**config.mk**
```make
export PLATFORM = sky130hd
export DESIGN_NAME = mioc_flop_seq
export DESIGN_NICKNAME = d
export VERILOG_FILES = /design/src/rtl/mioc_flop_seq.sv
export SDC_FILE = /design/constraint.sdc
export NUM_CORES = 1
export LEC_CHECK = 0
export CAP_MARGIN = 25
export CORE_ASPECT_RATIO = 0.7
export CORE_MARGIN = 2
export CORE_UTILIZATION = 41
export CTS_BUF_LIST = sky130_fd_sc_hd__clkbuf_4
export DETAILED_ROUTE_END_ITERATION = 6
export HOLD_SLACK_MARGIN = 0.02
export PLACE_DENSITY_LB_ADDON = 0.2
export SYNTH_ARGS = -nofsm -noshare
export SYNTH_HDL_FRONTEND = slang
export SYNTH_HIERARCHICAL = 1
export SYNTH_SLANG_ARGS = --single-unit
```
**constraint.sdc**
```tcl
create_clock -name clk -period 3.6 [get_ports clk]
set_input_delay 0.54 -clock clk [delete_from_list [all_inputs] [get_ports clk]]
set_output_delay 0.54 -clock clk [all_outputs]
set_load 0.05 [all_outputs]
```
**src/rtl/mioc_flop_seq.sv**
```systemverilog
// Request/ready sequencer that programs a bank of N mioc open-drain flops with
// ordered reset/set/clock pulses and a q readback check after every operation.
module mioc_flop_lane #(
  parameter int IDX = 0,
  parameter int AW  = 3
) (
  input  logic          clk,
  input  logic          reset,
  input  logic          d_we,
  input  logic [AW-1:0] d_addr,
  input  logic          d_val,
  input  logic          pulse_on,
  input  logic          pulse_off,
  input  logic [1:0]    op,
  input  logic [AW-1:0] addr,
  output logic          hit,
  output logic          line_rst,
  output logic          line_clk,
  output logic          line_d,
  output logic          line_set
);
  localparam logic [1:0] OP_WRITE = 2'b00;
  localparam logic [1:0] OP_SET   = 2'b01;
  localparam logic [1:0] OP_RESET = 2'b10;
  localparam logic [1:0] OP_CLEAR = 2'b11;

  logic d_hit;

  assign hit   = (addr == AW'(IDX));
  assign d_hit = (d_addr == AW'(IDX));

  // D is written at accept so it is stable a full cycle before the clock rises
  always_ff @(posedge clk) begin
    if (reset) begin
      line_rst <= 1'b0;
      line_clk <= 1'b0;
      line_d   <= 1'b0;
      line_set <= 1'b0;
    end else begin
      if (d_we && d_hit)
        line_d <= d_val;
      if (pulse_on) begin
        line_rst <= (op == OP_CLEAR) || ((op == OP_RESET) && hit);
        line_set <= (op == OP_SET) && hit;
        line_clk <= (op == OP_WRITE) && hit;
      end else if (pulse_off) begin
        line_rst <= 1'b0;
        line_set <= 1'b0;
        line_clk <= 1'b0;
      end
    end
  end
endmodule

module mioc_flop_seq #(
  parameter int N      = 6,
  parameter int AW     = 3,
  parameter int PW     = 2,
  parameter int SETTLE = 1
) (
  input  logic          clk,
  input  logic          reset,
  input  logic          req,
  input  logic [1:0]    op,
  input  logic [AW-1:0] addr,
  input  logic          wdata,
  output logic          ready,
  output logic          busy,
  output logic          done,
  output logic          err,
  output logic [N-1:0]  flop_rst,
  output logic [N-1:0]  flop_clk,
  output logic [N-1:0]  flop_d,
  output logic [N-1:0]  flop_set,
  input  logic [N-1:0]  flop_q
);
  localparam logic [1:0] OP_WRITE = 2'b00;
  localparam logic [1:0] OP_SET   = 2'b01;
  localparam logic [1:0] OP_RESET = 2'b10;
  localparam logic [1:0] OP_CLEAR = 2'b11;
  localparam int CMAX = (PW > SETTLE) ? PW : SETTLE;
  localparam int CW   = $clog2(CMAX + 1);

  typedef enum logic [2:0] {
    S_IDLE, S_SETUP, S_ASSERT, S_SETTLE, S_DONE
  } state_t;

  state_t          state, state_n;
  logic [CW-1:0]   cnt;
  logic [1:0]      op_q;
  logic [AW-1:0]   addr_q;
  logic            wdata_q;
  logic            accept, bad_addr, pulse_on, pulse_off, d_we;
  logic            q_sel, chk_err;
  logic [N-1:0]    addr_hit;

  assign ready     = (state == S_IDLE) && !reset;
  assign busy      = (state != S_IDLE);
  assign accept    = req && ready;
  assign bad_addr  = (op != OP_CLEAR) && ({1'b0, addr} >= (AW+1)'(N));
  assign d_we      = accept && (op == OP_WRITE) && !bad_addr;
  assign pulse_on  = (state == S_SETUP);
  assign pulse_off = (state == S_ASSERT) && (state_n == S_SETTLE);

  always_ff @(posedge clk) begin
    if (reset) state <= S_IDLE;
    else       state <= state_n;
  end

  always_comb begin
    state_n = state;
    case (state)
      S_IDLE:   if (accept) state_n = bad_addr ? S_DONE : S_SETUP;
      S_SETUP:  state_n = S_ASSERT;
      S_ASSERT: if (cnt == '0) state_n = S_SETTLE;
      S_SETTLE: if (cnt == '0) state_n = S_DONE;
      S_DONE:   state_n = S_IDLE;
      default:  state_n = S_IDLE;
    endcase
  end

  // Dwell counter reloads on every state change so ASSERT/SETTLE last PW/SETTLE cycles
  always_ff @(posedge clk) begin
    if (reset) begin
      cnt <= '0;
    end else if (state_n != state) begin
      if (state_n == S_ASSERT)      cnt <= CW'(PW - 1);
      else if (state_n == S_SETTLE) cnt <= CW'(SETTLE - 1);
      else                          cnt <= '0;
    end else if (cnt != '0) begin
      cnt <= cnt - CW'(1);
    end
  end

  always_ff @(posedge clk) begin
    if (reset) begin
      op_q    <= OP_WRITE;
      addr_q  <= '0;
      wdata_q <= 1'b0;
    end else if (accept) begin
      op_q    <= op;
      addr_q  <= addr;
      wdata_q <= wdata;
    end
  end

  for (genvar i = 0; i < N; i++) begin : g_lane
    mioc_flop_lane #(.IDX(i), .AW(AW)) u_lane (
      .clk       (clk),
      .reset     (reset),
      .d_we      (d_we),
      .d_addr    (addr),
      .d_val     (wdata),
      .pulse_on  (pulse_on),
      .pulse_off (pulse_off),
      .op        (op_q),
      .addr      (addr_q),
      .hit       (addr_hit[i]),
      .line_rst  (flop_rst[i]),
      .line_clk  (flop_clk[i]),
      .line_d    (flop_d[i]),
      .line_set  (flop_set[i])
    );
  end

  assign q_sel = |(flop_q & addr_hit);

  always_comb begin
    chk_err = 1'b0;
    case (op_q)
      OP_WRITE: chk_err = (q_sel != wdata_q);
      OP_SET:   chk_err = !q_sel;
      OP_RESET: chk_err = q_sel;
      OP_CLEAR: chk_err = |flop_q;
      default:  chk_err = 1'b1;
    endcase
  end

  // Readback is taken on the edge leaving SETTLE; a direct IDLE->DONE is a bad address
  always_ff @(posedge clk) begin
    if (reset) begin
      done <= 1'b0;
      err  <= 1'b0;
    end else begin
      done <= (state_n == S_DONE);
      err  <= (state_n == S_DONE) && ((state == S_IDLE) ? 1'b1 : chk_err);
    end
  end
endmodule

```
# ---- After elaboration in Yosys (flattened, before gate mapping)
# Cells that the tools add are included.
dict set report totals {
  regBits 37
  latch_bits 0
  mem_bits_rw 0
  romBits 0
  n_memories 0
}
dict set report op_classes {
  add_sub_neg 1
  multipliers 0
  n_div 0
  order_cmp 1
  eq_ne 22
  shift 0
  muxes 29
  n_bitwise 1
  reduce_logical 52
}
# cell count
set ops {}
lappend ops {{$logic_and 1x1->1} 31}
lappend ops {{$eq 3x2->1 const B} 8}
lappend ops {{$mux 1} 21}
lappend ops {{$eq 3x3->1 const B} 5}
lappend ops {{$mux 3} 4}
lappend ops {{$pmux 3 s4} 1}
lappend ops {{$reduce_or 6->1} 2}
lappend ops {{$eq 3x1->1 const B} 3}
lappend ops {{$logic_not 3->1} 3}
lappend ops {{$and 6x6->6} 1}
lappend ops {{$logic_not 2->1} 3}
lappend ops {{$logic_or 1x1->1} 6}
lappend ops {{$reduce_bool 2->1} 3}
lappend ops {{$eq 2x2->1 const B} 2}
lappend ops {{$mux 2} 2}
lappend ops {{$pmux 1 s4} 1}
lappend ops {{$ge 3x3->1 const B} 1}
lappend ops {{$logic_not 1->1} 3}
lappend ops {{$ne 3x3->1} 1}
lappend ops {{$reduce_bool 3->1} 1}
lappend ops {{$eq 2x1->1 const B} 1}
lappend ops {{$ne 2x2->1 const B} 1}
lappend ops {{$sub 2x1->2 const B} 1}
lappend ops {{$ne 1x1->1} 1}

# ---- Longest topological paths before layout
# Gate-level depths: netlist (run 1).
dict set report depth {
  depth_word 9
  mapped_depth 8
  depth_no_buf 7
}

# ---- Hierarchy
# The synthesis (run 1) kept the hierarchy.
# module n_inst cells_each area_per_inst_um2 seq_area_each_um2
set by_module_without_submodules {}
lappend by_module_without_submodules {mioc_flop_seq 1 83 716.9 260.2}
lappend by_module_without_submodules {{mioc_flop_lane at g_lane[1].u_lane ...} 3 18 191.4 80.1}
lappend by_module_without_submodules {{mioc_flop_lane at g_lane[3].u_lane ...} 2 18 175.2 80.1}
lappend by_module_without_submodules {{mioc_flop_lane at g_lane[0].u_lane} 1 18 185.2 80.1}

# ---- Worst setup path before layout (run 1)
# No wires, ideal clock.
dict set report synth_path {
  path_type {in2reg}
  start {input port reset}
  end {register g_lane[0].u_lane.line_d}
  setup_ns 0.116
  t_arrival_ns 2.607
  required_time_ns 3.484
  slack_ns 0.877
  cell_stages 8
  path_buffers 1
  path_cell_list {clkbuf_1 > nor4_4 > nand2_2 > a21o_1 > nor3_2 > nor4b_2 > mux2i_1 > nor2_1}
}
dict set report synth_via {
  elab_chain_cells 6
}
# item line_no
set synth_rtl {}
lappend synth_rtl {{start, declared} 62} ;# input logic reset,
lappend synth_rtl {{$logic_not 1->1} 97} ;# assign ready = (state == S_IDLE) && !reset;
lappend synth_rtl {{$logic_and 1x1->1} 97}
lappend synth_rtl {{via ready} 67} ;# output logic ready,
lappend synth_rtl {{$logic_and 1x1->1} 99} ;# assign accept = req && ready;
lappend synth_rtl {{$logic_and 1x1->1 (2 in a row)} 101} ;# assign d_we = accept && (op == OP_WRITE) && !bad_addr;
lappend synth_rtl {{via d_we} 93} ;# logic accept, bad_addr, pulse_on, pulse_off, d_we;
lappend synth_rtl {{$logic_and 1x1->1} 40} ;# if (d_we && d_hit)
lappend synth_rtl {{end signal, assigned} 41} ;# line_d <= d_val;
lappend synth_rtl {{end, declared} 19} ;# output logic line_d,
# The timed path passes the listed nets, and every way through them passes these cells.
# A chain may end at the register's enable or synchronous reset.

# ---- Worst setup path in the final report (run 1)
dict set report layout_path {
  start {input port reset}
  end {register g_lane[0].u_lane.line_d}
}
dict set report layout_via {
  elab_chain_cells 6
}
# item line_no
set layout_rtl {}
lappend layout_rtl {{$logic_not 1->1} 97}
lappend layout_rtl {{$logic_and 1x1->1} 97}
lappend layout_rtl {{$logic_and 1x1->1} 99}
lappend layout_rtl {{$logic_and 1x1->1 (2 in a row)} 101}
lappend layout_rtl {{via d_we} 93}
lappend layout_rtl {{$logic_and 1x1->1} 40}
# The timed path passes the listed nets, and every way through them passes these cells.

==> results of run 1 <==
[cells in the final DEF (no fill, tap or decap), types with 4 or more instances in the layout]
cell             count
clkdlybuf4s50_1     41
dfxtp_1             37
inv_1               18
nand2_1             15
nor2_1              15
nor3_1               9
nand3_1              8
a22o_2               8
nand3b_1             7
clkbuf_4             6
nand2b_1             6
nor3b_2              6
mux2i_1              6
o31ai_1              6
a22o_1               4
[layer usage]
metal  up-vias  wire, um
met4         0        46
met5         -         0
li1        787         -
met3         7       147
met2        25      1650
met1       717      2100
[registers in the layout (all words and copies together), names as in the netlist]
signal                  flops
err                         1
wdata_q                     1
op_q                        2
g_lane.u_lane/line_set      6
state                       3
cnt                         2
g_lane.u_lane/line_clk      6
g_lane.u_lane/line_d        6
g_lane.u_lane/line_rst      6
done                        1
addr_q                      3
[area by class of cell]
cell class,instances,area [um^2],share of cell area (%)
Sequential cell,37,741,31.5
Multi-Input combinational cell,131,985,41.9
Tap cell,55,68.8,2.93
Clock inverter,2,10.0,0.426
Clock buffer,6,45.0,1.92
Inverter,18,67.6,2.88
Timing Repair Buffer,44,433,18.4
[cell usage after synthesis (2+ instances only)]
master	n	area [um^2]
mux2i_1	6	60.1
a31oi_1	3	18.8
a22o_1	4	35.0
nand2b_1	6	37.5
nand2_1	15	56.3
nor3b_2	6	75.1
nor2_1	15	56.3
dfxtp_1	37	741
nand3_1	8	40.0
buf_6	2	22.5
inv_1	18	67.6
o31ai_1	6	45.0
clkbuf_1	3	11.3
nor3b_4	3	56.3
and3b_1	2	17.5
nand3b_1	7	52.6
and4bb_2	3	37.5
nor3_1	9	45.0
a22o_2	8	80.1
a22oi_1	3	22.5
nand4b_1	2	17.5
a21oi_1	2	10.0
nor3_2	2	20.0
[worst max-delay path by stage]
stage	slack, ns	end	from
after floorplan	0.88	g_lane[0].u_lane/line_d	reset
after global placement	0.85	g_lane[0].u_lane/line_d	reset
after detailed placement	0.80	g_lane[0].u_lane/line_d	reset
after CTS	1.15	busy	state[1]
after global routing	0.94	g_lane[0].u_lane/line_d	reset
final	1.16	g_lane[0].u_lane/line_d	reset
[cells by family (layout without fill, tap and decap cells)]
family | after synthesis | in the layout | synth area share (%)
muxes | 7 | 7 | 3.90
DFF | 37 | 37 | 40.5
and+or+nand+nor | 86 | 86 | 32.5
xor gates and xnor gates | 1 | 1 | 0.480
buffers and inverters | 23 | 70 | 5.55
adders and majority gates | 1 | 1 | 0.685
AOI/OAI and AO/OA | 36 | 36 | 16.4
[worst max-delay path, stage by stage]
cell	delay, ns
clkdlybuf4s50_1	0.46
nor4_4	0.43
nand2_2	0.19
a21o_1	0.22
nor3_2	0.28
nor4b_2	0.29
mux2i_1	0.21
nor2_1	0.05
[power by group through the flow]
| stage | registers, mW | logic, mW | clock network, mW |
|---|---|---|---|
| after floorplan | 0.466 | 0.128 | 0 |
| after global placement | 0.468 | 0.186 | 0 |
| after detailed placement | 0.468 | 0.187 | 0 |
| after CTS | 0.459 | 0.188 | 0.226 |
| after global routing | 0.462 | 0.207 | 0.243 |
| final | 0.459 | 0.187 | 0.214 |
[per-stage QoR]
step | util [%] | instances
after floorplan | - | 191
after detailed placement | 53.3 | 285
after CTS | 54.6 | 293
after global placement | 53.3 | 285
final | 54.6 | 293
after global routing | 54.6 | 293
==> results.txt, run 1 <==
The number of nets in the synthesized netlist is 207. The worst endpoint data arrival time came out at 2.68 ns. The capturing element type of the critical path is a flip-flop. The depth of the CTS H-tree came out at 2. The number of global-route vias before repair is 1395.

The clock share of power is 24.9%. Entering global routing, the biggest net connects 28 pins. Yosys mapped a number of flops with a built-in enable equal to 0.

The cell chosen for the clock root is clkbuf_4. For hold timing, the worst endpoint is g_lane[1].u_lane/line_rst. The portion of total power attributed to sequential cells came out at 53.4%.

Setup repair after global routing left no endpoint under its margin. At the end of the flow, the number of nets in the layout was 253. The number of buffers added on ports came out at 42.

Summed over all nets, the half-perimeter wirelength after detailed placement is 2.83 mm. The beginning of the worst register-to-register path is state[0]. The final number of hold-violating endpoints is 0. The final worst-path cycle share came out at 67.7%. The switching component of the power came out at 0.269 mW. For this block, the via count after detailed routing is 1536.

In the routed layout, each cell is associated on average with a via count of 5.24. The areal power density over the cells is 366 nW/um^2. Final hold analysis gives a worst-case slack of 0.466 ns. The placed cell area is 2290 um^2.

The CTS buffer count is 5. The number of cells traversed by the worst hold path is 2. The sequential cell area fraction in the yosys report is 40.5%. After synthesis the netlist holds a flip-flop and latch count of 37. The internal power of the cells totals 0.590 mW. The met2 usage came out at 24.8%. The total global routing track utilization came out at 16.6%. The proportion of register bits with asynchronous set or reset after synthesis is 0%. The setup path with the least slack is of type input pin to flip-flop.

The global-route met1 utilization is 23.3%. The DRC violations left came out at 0. The total chip power came out at 0.860 mW. The die area is 5010 um^2. The clock latency on the worst-skew pair came out at 0.34 ns. The type of the tightest min-delay check is flip-flop to flip-flop. The distinct cell type count of the synthesized netlist is 44. The net switching share of the total power is 31.3%. Dividing the synthesized area by the synthesized cell count gives 9.56 um^2. The die outline width is 83.8 um. The relative slew slack is 42.5%.

The remaining global-route overflow is 0. The last weighted congestion value of the routability-driven placer is 0.779. The antenna violation net count after detailed routing came out at 0. The final layout contains routed wiring with a total length of 3.94 mm.

The max-slew violation count is 0. TritonCTS built the clock tree. The clock period could shrink to 2.44 ns. The setup TNS is 0 ns. For the pin with the worst max-slew slack, the measured transition is 0.857 ns.

For this run, the number of Yosys warnings is 6. The area growth from synthesis to layout is 28.6%. The part of the total power dissipated in combinational logic is 21.8%.

After clock tree synthesis, the repair step resized 0 gates. The fraction of final layout cells sized beyond drive strength 1 came out at 16.8%. The critical register-to-register path endpoint is g_lane[0].u_lane/line_d.

The maximum buffer depth of the clock tree came out at 2. The global-route wire length before repair came out at 6.54 mm. The finished cells cover 2350 um^2. In the global route stage, met3 resource usage came out at 4.83%. The post-CTS repair timing setup buffer count came out at 0. In the final routed layout, each cell accounts on average for 13.4 um. The global routing stage identified its most utilized layer as met2. The number of antenna violations at the first check in global routing came out at 0.

The synthesized area came out at 1830 um^2. The worst slack at placement came out at 0.796 ns. The clock sink count is 37.

The leakage power figure is 0.858 nW. The worst setup slack for register-to-register paths is 1.26 ns. The flow ran to the end, and the final reports show no timing, DRC or antenna violations. The most used flip-flop cell after synthesis is dfxtp_1. The required time at the endpoint of the critical path is 3.84 ns. After the first detailed-routing iteration, the DRC count stood at 88. On the final layout, the worst clock skew is 0.00880 ns. The number of setup violations in the final report is 0.

The maximum fanout along the worst path came out at 10. The maximum clock rate is 410 MHz. The maximum vdd drop came out at 0.000226 V. The number of cells traversed by the worst register-to-register path is 7. The initial cell density of the core is 42.4%. The die span in y is 59.8 um. The hold path startpoint is g_lane[1].u_lane/line_rst.

After clock tree synthesis, the clock-pin slew on the worst setup and hold paths is 0.11 ns. The synthesized netlist cell count came out at 191. Counting the fill cells in the layout gives 393.

The floorplan step defined a core boundary enclosing 4300 um^2. The number of max-cap violations is 0. Row generation in the floorplan step produced 20 rows.

In this run, post-CTS hold repair placed 0 buffers. The detailed-router iteration count before antenna repair is 4. The I/O pin count came out at 43. The startpoint type of the worst setup path is an input pin. The worst setup slack after layout came out at 1.16 ns. The number of antenna cells inserted came out at 0.
No activity file was read; power rests on OpenSTA's default activity.
==> run 2, diff against run 1 <==
==> constraint.sdc (replaced) <==
create_clock -name clk -period 1.9 [get_ports clk]
set_input_delay 0.285 -clock clk [delete_from_list [all_inputs] [get_ports clk]]
set_output_delay 0.285 -clock clk [all_outputs]
set_load 0.05 [all_outputs]
==> results.txt, run 2 (synthesis gave the netlist of run 1 again) <==
The run finished with clean final reports. TritonCTS built the clock tree. The slew at the pin with the worst max-slew slack came out at 0.510 ns.

The total chip power is 1.71 mW. The DRC violations left is 0. The number of max-cap violations is 0.

The end-of-flow core utilization is 58.5%. The number of antenna cells inserted came out at 0. Once the floorplan was initialized, standard cells occupied 42.4% of the core. The worst setup slack for register-to-register paths came out at 0.11 ns. The CTS buffer count came out at 5. The final number of hold-violating endpoints is 0. The most common cell after layout, fill and taps aside is clkdlybuf4s50_1. The depth of the critical timing path with buffers and inverters included is 1.

The fraction of final layout cells sized beyond drive strength 1 is 24.6%. The tightest hold margin is 0.464 ns. The clock-pin transition on the worst setup and hold timing paths came out at 0.11 ns. The launching instance or port of the critical path is g_lane[4].u_lane/line_rst.

The shortest period the worst path allows is 1.80 ns. The antenna violation net count after detailed routing came out at 0. The placed cell area came out at 2450 um^2. The count of nets after finishing is 271. The maximum vdd drop is 0.000410 V. After detailed routing, the total wire length is 4.26 mm.

The highest-delay cell along the critical path is clkdlybuf4s50_1. The congestion estimate from routability-driven global placement came to 0.780. The initial detailed-routing violation count is 53.

The count of hold buffers inserted by post-cts repair is 0. In the final routed layout, each cell accounts on average for 13.7 um. The detailed-route vias per instance is 5.24. Of all nets on the critical path, the largest fanout is 2. The setup TNS is 0 ns. The library cells used most frequently in the layout, excluding fill and tap cells, are clkdlybuf4s50_1, dfxtp_1, buf_4.

STA puts the critical path data required time at 1.62 ns. The total global routing track utilization came out at 18.0%. Based on the critical path, the design can be clocked at up to 554 MHz. The floorplan step set the die width to 83.8 um. The die area came out at 5010 um^2. The critical path in this run is classified as flip-flop to output pin.

The worst hold path belongs to the class flip-flop to flip-flop. The number of buffers added on ports is 42. The worst endpoint data arrival time is 1.52 ns. Setup repair after global routing could not meet its margin everywhere. The final cell count without fillers came out at 311.

The global-route wire length before repair came out at 6.95 mm. The remaining global-route overflow is 0. The first TritonRoute pass finished after 4 iterations. The final clock skew came out at 0.00624 ns. The relative slew slack came out at 65.9%. The count of fill cells added during filler insertion came out at 390.

The maximum buffer depth of the clock tree is 2. The leakage power figure is 0.970 nW. The worst slack at placement is -0.194 ns. The final worst-path cycle share is 95.0%.

The cell family contributing the most delay on the critical path is buffers and inverters. The clock sink count came out at 37. The number of cells traversed by the worst register-to-register path is 8. The die span in y came out at 59.8 um. The depth of the CTS H-tree came out at 2. Walking the worst path, the cells encountered are clkdlybuf4s50_1.

In this run the core area contains 20 standard-cell rows. The worst setup slack after layout came out at 0.0955 ns. For this run, the slowest stage of the critical path takes 0.81 ns. The worst setup path is launched from a flip-flop. The capturing element of the worst setup path is flop_rst[4]. The areal power density over the cells came out at 677 nW/um^2.

The number of buffers and inverters on the critical path came out at 1. The startpoint identified for the worst register-to-register timing path is state[0]. The total half-perimeter wirelength after legalization and detailed placement came out at 3.05 mm. For this design the top-level I/O count stands at 43. The max-slew violation count was 0. Entering global routing, the biggest net connects 28 pins. The number of global-route vias before repair came out at 1496. Summing all flip-flop and latch instances after layout gives 746 um^2. Counting tap cells, the placed design contains a total of 302 instances. The growth of design area from synthesis to finish came out at 37.8%. The cell sitting at the root of the clock tree is a clkbuf_4. The clock latency on the worst-skew pair is 0.35 ns. The worst setup path is captured at an output pin.

The number of setup violations in the final report came out at 0. The core region is 4300 um^2. The endpoint identified for the worst register-to-register timing path is g_lane[3].u_lane/line_d. The multi-input gate area in the final layout is 1000 um^2. The number of antenna violations at the first check in global routing is 0.

The overall via count from detail_route came out at 1629. The final instance area came out at 2520 um^2.
==> run 2: worst reg2reg max path: cells and delay by family (launching register included) <==
kind | cells | cell delay [ns]
mux | 1 | 0.18
compound gates | 1 | 0.20
flops | 1 | 0.35
buf+inv | 1 | 0.16
simple gates | 5 | 0.79
==> run 2: what timing repair did <==
item,4_1_cts,5_1_grt
setup endpoints to repair,0,3
buffers inserted,0,1
resized for setup,0,5
==> run 2: worst min path at each step <==
stage | startpoint | to | slack, ns | cells after the start
after floorplan | reset | g_lane[0].u_lane/line_d | 0.36 | 1
after global placement | g_lane[2].u_lane/line_rst | g_lane[2].u_lane/line_rst | 0.45 | 2
after detailed placement | g_lane[0].u_lane/line_rst | g_lane[0].u_lane/line_rst | 0.45 | 2
after CTS | g_lane[2].u_lane/line_rst | g_lane[2].u_lane/line_rst | 0.47 | 2
after global routing | reset | state[0] | 0.48 | 5
final | g_lane[2].u_lane/line_rst | g_lane[2].u_lane/line_rst | 0.46 | 2
==> run 2: metal layers <==
metal  GRT usage, %  up-vias  wire length [um]
li1               -      823                 -
met1           25.3      773              2200
met2           26.4       27              1840
met3           4.56        6               170
met4           7.60        0                51
met5              0        -                 0
==> run 2: where the power goes <==
part           total, mW  switching, mW  internal (mW)
Clock              0.425          0.269          0.155
Combinational      0.434          0.239          0.196
Sequential         0.846         0.0388          0.807
==> run 2: final cells by class <==
class                      count  share of cell area, %
multi-input combinational    131                   39.7
clock inverter                 2                  0.398
clock buffer                   6                   1.79
timing repair buffer          62                   23.1
inverter                      18                   2.68
tap                           55                   2.73
sequential                    37                   29.6
==> run 3, diff against run 2 <==
--- a/config.mk
+++ b/config.mk
@@ -15,5 +15,4 @@
 export PLACE_DENSITY_LB_ADDON = 0.2
 export SYNTH_ARGS = -nofsm -noshare
 export SYNTH_HDL_FRONTEND = slang
-export SYNTH_HIERARCHICAL = 1
 export SYNTH_SLANG_ARGS = --single-unit
==> constraint.sdc (replaced) <==
create_clock -name clk -period 2.1 [get_ports clk]
set_input_delay 0.315 -clock clk [delete_from_list [all_inputs] [get_ports clk]]
set_output_delay 0.315 -clock clk [all_outputs]
set_load 0.05 [all_outputs]
==> results.txt, run 3 <==
The run finished with clean final reports. The final number of hold-violating endpoints is 0. The cell chosen for the clock root is clkbuf_4. The distinct cell type count of the synthesized netlist is 38.

IR analysis of the VDD net gives a maximum drop of 0.000305 V. The capturing element type of the critical path is an output pin. Summing all non-filler instances in the final layout gives an area of 2210 um^2.

The standard-cell row count came out at 20. Across all register-to-register paths, the minimum setup slack is 0.28 ns. The clock sink count came out at 37. The TritonCTS clock tree is yes. The number of clock buffers added by TritonCTS is 5. The number of antenna cells inserted came out at 0.

The worst pin sits at a relative slew slack of 53.8%. The setup TNS is 0 ns. The proportion of register bits with asynchronous set or reset after synthesis came out at 0%. The critical path is of the flip-flop to output pin type. The count of hold buffers inserted by post-cts repair is 0. The global-route wire length before repair is 6.51 mm. The wire length per cell came out at 13.5 um.

The net switching share of the total power came out at 31.0%. The die covers 5100 um^2. STA classifies the critical path startpoint as a flip-flop.

The number of buffers and inverters on the critical path is 1. The number of antenna violations at the first check in global routing was 0. The number of max-cap violations is 0. The number of flops mapped to enable cells by yosys came out at 0.

The initial detailed-routing violation count came out at 79. By count the netlist is led by dfxtp_1, nor2_1, buf_4, nand2_1. The detailed-route vias per instance is 5.16. The max-slew violation count is 0. Among all flip-flop cells after synthesis, the most frequent one is dfxtp_1.

The cell family contributing the most delay on the critical path is simple AND/OR/NAND/NOR gates. At the end of the flow, the number of nets in the layout was 255. The part of the total power dissipated in combinational logic is 22.4%.

The post-synthesis average cell area came out at 8.46 um^2. The number of global-route vias before repair came out at 1313. The cell count after synthesis came out at 220. The design internal power came out at 0.997 mW. Setup repair after global routing left no endpoint under its margin. The total overflow left after global routing is 0. The required time at the endpoint of the critical path came out at 1.78 ns. The final clock skew is 0.00629 ns. Walking the worst path, the cells encountered are or3_4 -> dlygate4sd2_1. Per report_power, the sequential group accounts for 51.5% of the total. The area share of the leading cell type in the synthesized netlist came out at 39.8%. The overall via count from detail_route is 1523.

The worst endpoint data arrival time is 1.55 ns. The maximum number of pins on one net before global-route repair is 39. During synthesis, Yosys emitted a total of 0 warnings. The die is 84.5 um wide. The slew at the pin with the worst max-slew slack came out at 0.693 ns. The DRC violations left came out at 0. The clock latency on the worst-skew pair came out at 0.33 ns. The number of nets in the synthesized netlist is 236. By area the synthesized netlist is led by dfxtp_1, buf_4, nor2_1. In this run the deepest clock path goes through 2 buffers.

In this run the static leakage power is 0.802 nW. The number of synthesized register bits is 37. Power spread over the standard cell area amounts to 652 nW/um^2.

The number of setup violations in the final report is 0. The die span in y is 60.4 um. The maximum fanout along the worst path came out at 6. The post-CTS repair timing setup buffer count is 0. The end-of-flow core utilization came out at 50.9%. The analysis attributes to net switching a power of 0.448 mW. The fraction of final layout cells sized beyond drive strength 1 is 10.8%.

The core area came out at 4350 um^2. The detailed-route wire length is 3.99 mm. The synthesized design spends more area on one cell type than any other, namely dfxtp_1. Once detail routing completed, the nets flagged for antenna violations numbered 0. After clock tree synthesis, the clock-pin slew on the worst setup and hold paths is 0.11 ns. The total half-perimeter wirelength after legalization and detailed placement came out at 2.79 mm. In this run the tool buffered the top-level ports with 42 buffer cells. The initial cell density of the core is 42.8%. The last weighted congestion value of the routability-driven placer is 0.756. In the layout the commonest cells are clkdlybuf4s50_1, dfxtp_1, nor2_1. The largest individual stage delay along the critical path comes from the cell or3_4. The shortest period the worst path allows is 1.86 ns. The depth of the CTS H-tree came out at 2. The largest single stage delay on the critical path is 0.44 ns. The share of the Yosys chip area taken by registers is 39.8%. The clock share of power is 26.1%. Gates resized during post-CTS repair numbered 1. The mapped netlist covers 1860 um^2. The most repeated cell in the gate-level netlist after synthesis is dfxtp_1. The final worst-path cycle share is 88.7%. The maximum clock rate came out at 537 MHz. The placed cell area came out at 2160 um^2. The most common cell after layout, fill and taps aside is clkdlybuf4s50_1. The min-delay analysis places its worst path in the category flip-flop to flip-flop. The detailed-router iteration count before antenna repair came out at 4. The total global routing track utilization came out at 16.2%.

The I/O pin count is 43. The growth of design area from synthesis to finish came out at 19.0%.
run 3: changes by cell type after synthesis, moves of 5 or more:
cell	change
a21oi_1	+11
a22o_2	-8
a22oi_1	+10
buf_4	+26
inv_1	-13
nand2_1	+8
nand3_1	-6
nand3b_1	-5
nor2_1	+13
nor3b_2	-5
o21ai_0	+7
o31ai_1	-6
run 3: power by group through the flow:
stage | Combinational [mW] | Sequential [mW] | Clock, mW
floorplan | 0.235 | 0.752 | 0
global placement | 0.323 | 0.760 | 0
detailed placement | 0.325 | 0.759 | 0
CTS | 0.323 | 0.744 | 0.386
global route | 0.353 | 0.749 | 0.424
finish | 0.323 | 0.744 | 0.377
run 3: worst paths after layout:
kind	from	to	cells past startpoint
worst max-delay path	state[2]	busy	2
worst min register to register	g_lane[5].u_lane.line_rst	g_lane[5].u_lane.line_rst	2
worst min-delay path	g_lane[5].u_lane.line_rst	g_lane[5].u_lane.line_rst	2
worst max register to register	addr_q[0]	err	5
run 3: layout make-up:
cell class              count  area [um^2]
fillers                   439         2140
multi-input cells         138          827
flip-flops and latches     37          741
repair buffers             52          504
well taps                  55         68.8
clock buffers               6         45.0
inverters                   5         18.8
clock inverters             2         10.0
run 3: per-stage QoR:
| step | setup WS, ns | cells | power (mW) | hold WS (ns) |
|---|---|---|---|---|
| global route | 0.139 | 295 | 1.53 | 0.488 |
| finish | 0.238 | 295 | 1.44 | 0.457 |
| global placement | 0.0452 | 287 | 1.08 | 0.442 |
| floorplan | 0.167 | 220 | 0.987 | 0.391 |
| detailed placement | 0.0107 | 287 | 1.08 | 0.447 |
| CTS | 0.222 | 295 | 1.45 | 0.460 |
run 3: cell families (layout without fill, tap and decap cells):
kind of cell | Yosys count | in the layout | synth area share (%)
flops | 37 | 37 | 39.8
buf+inv | 45 | 65 | 15.8
mux | 10 | 10 | 5.38
compound gates | 46 | 46 | 16.7
simple gates | 80 | 80 | 21.2
fa+ha+maj | 1 | 1 | 0.672
xor+xnor | 1 | 1 | 0.471
run 3: worst min-delay path: cells and delay by family (launching register included):
family / cells / cell delay, ns
flip-flops: 1 / 0.32
AO/OA/AOI/OAI: 1 / 0.05
AND/OR/NAND/NOR: 1 / 0.05
run 3: routing by layer:
metal | vias up | wire length, um | global-route usage (%)
li1 | 766 | - | -
met1 | 714 | 2180 | 25.4
met2 | 41 | 1540 | 21.1
met3 | 2 | 256 | 5.17
met4 | 0 | 22 | 4.08
met5 | - | 0 | 0
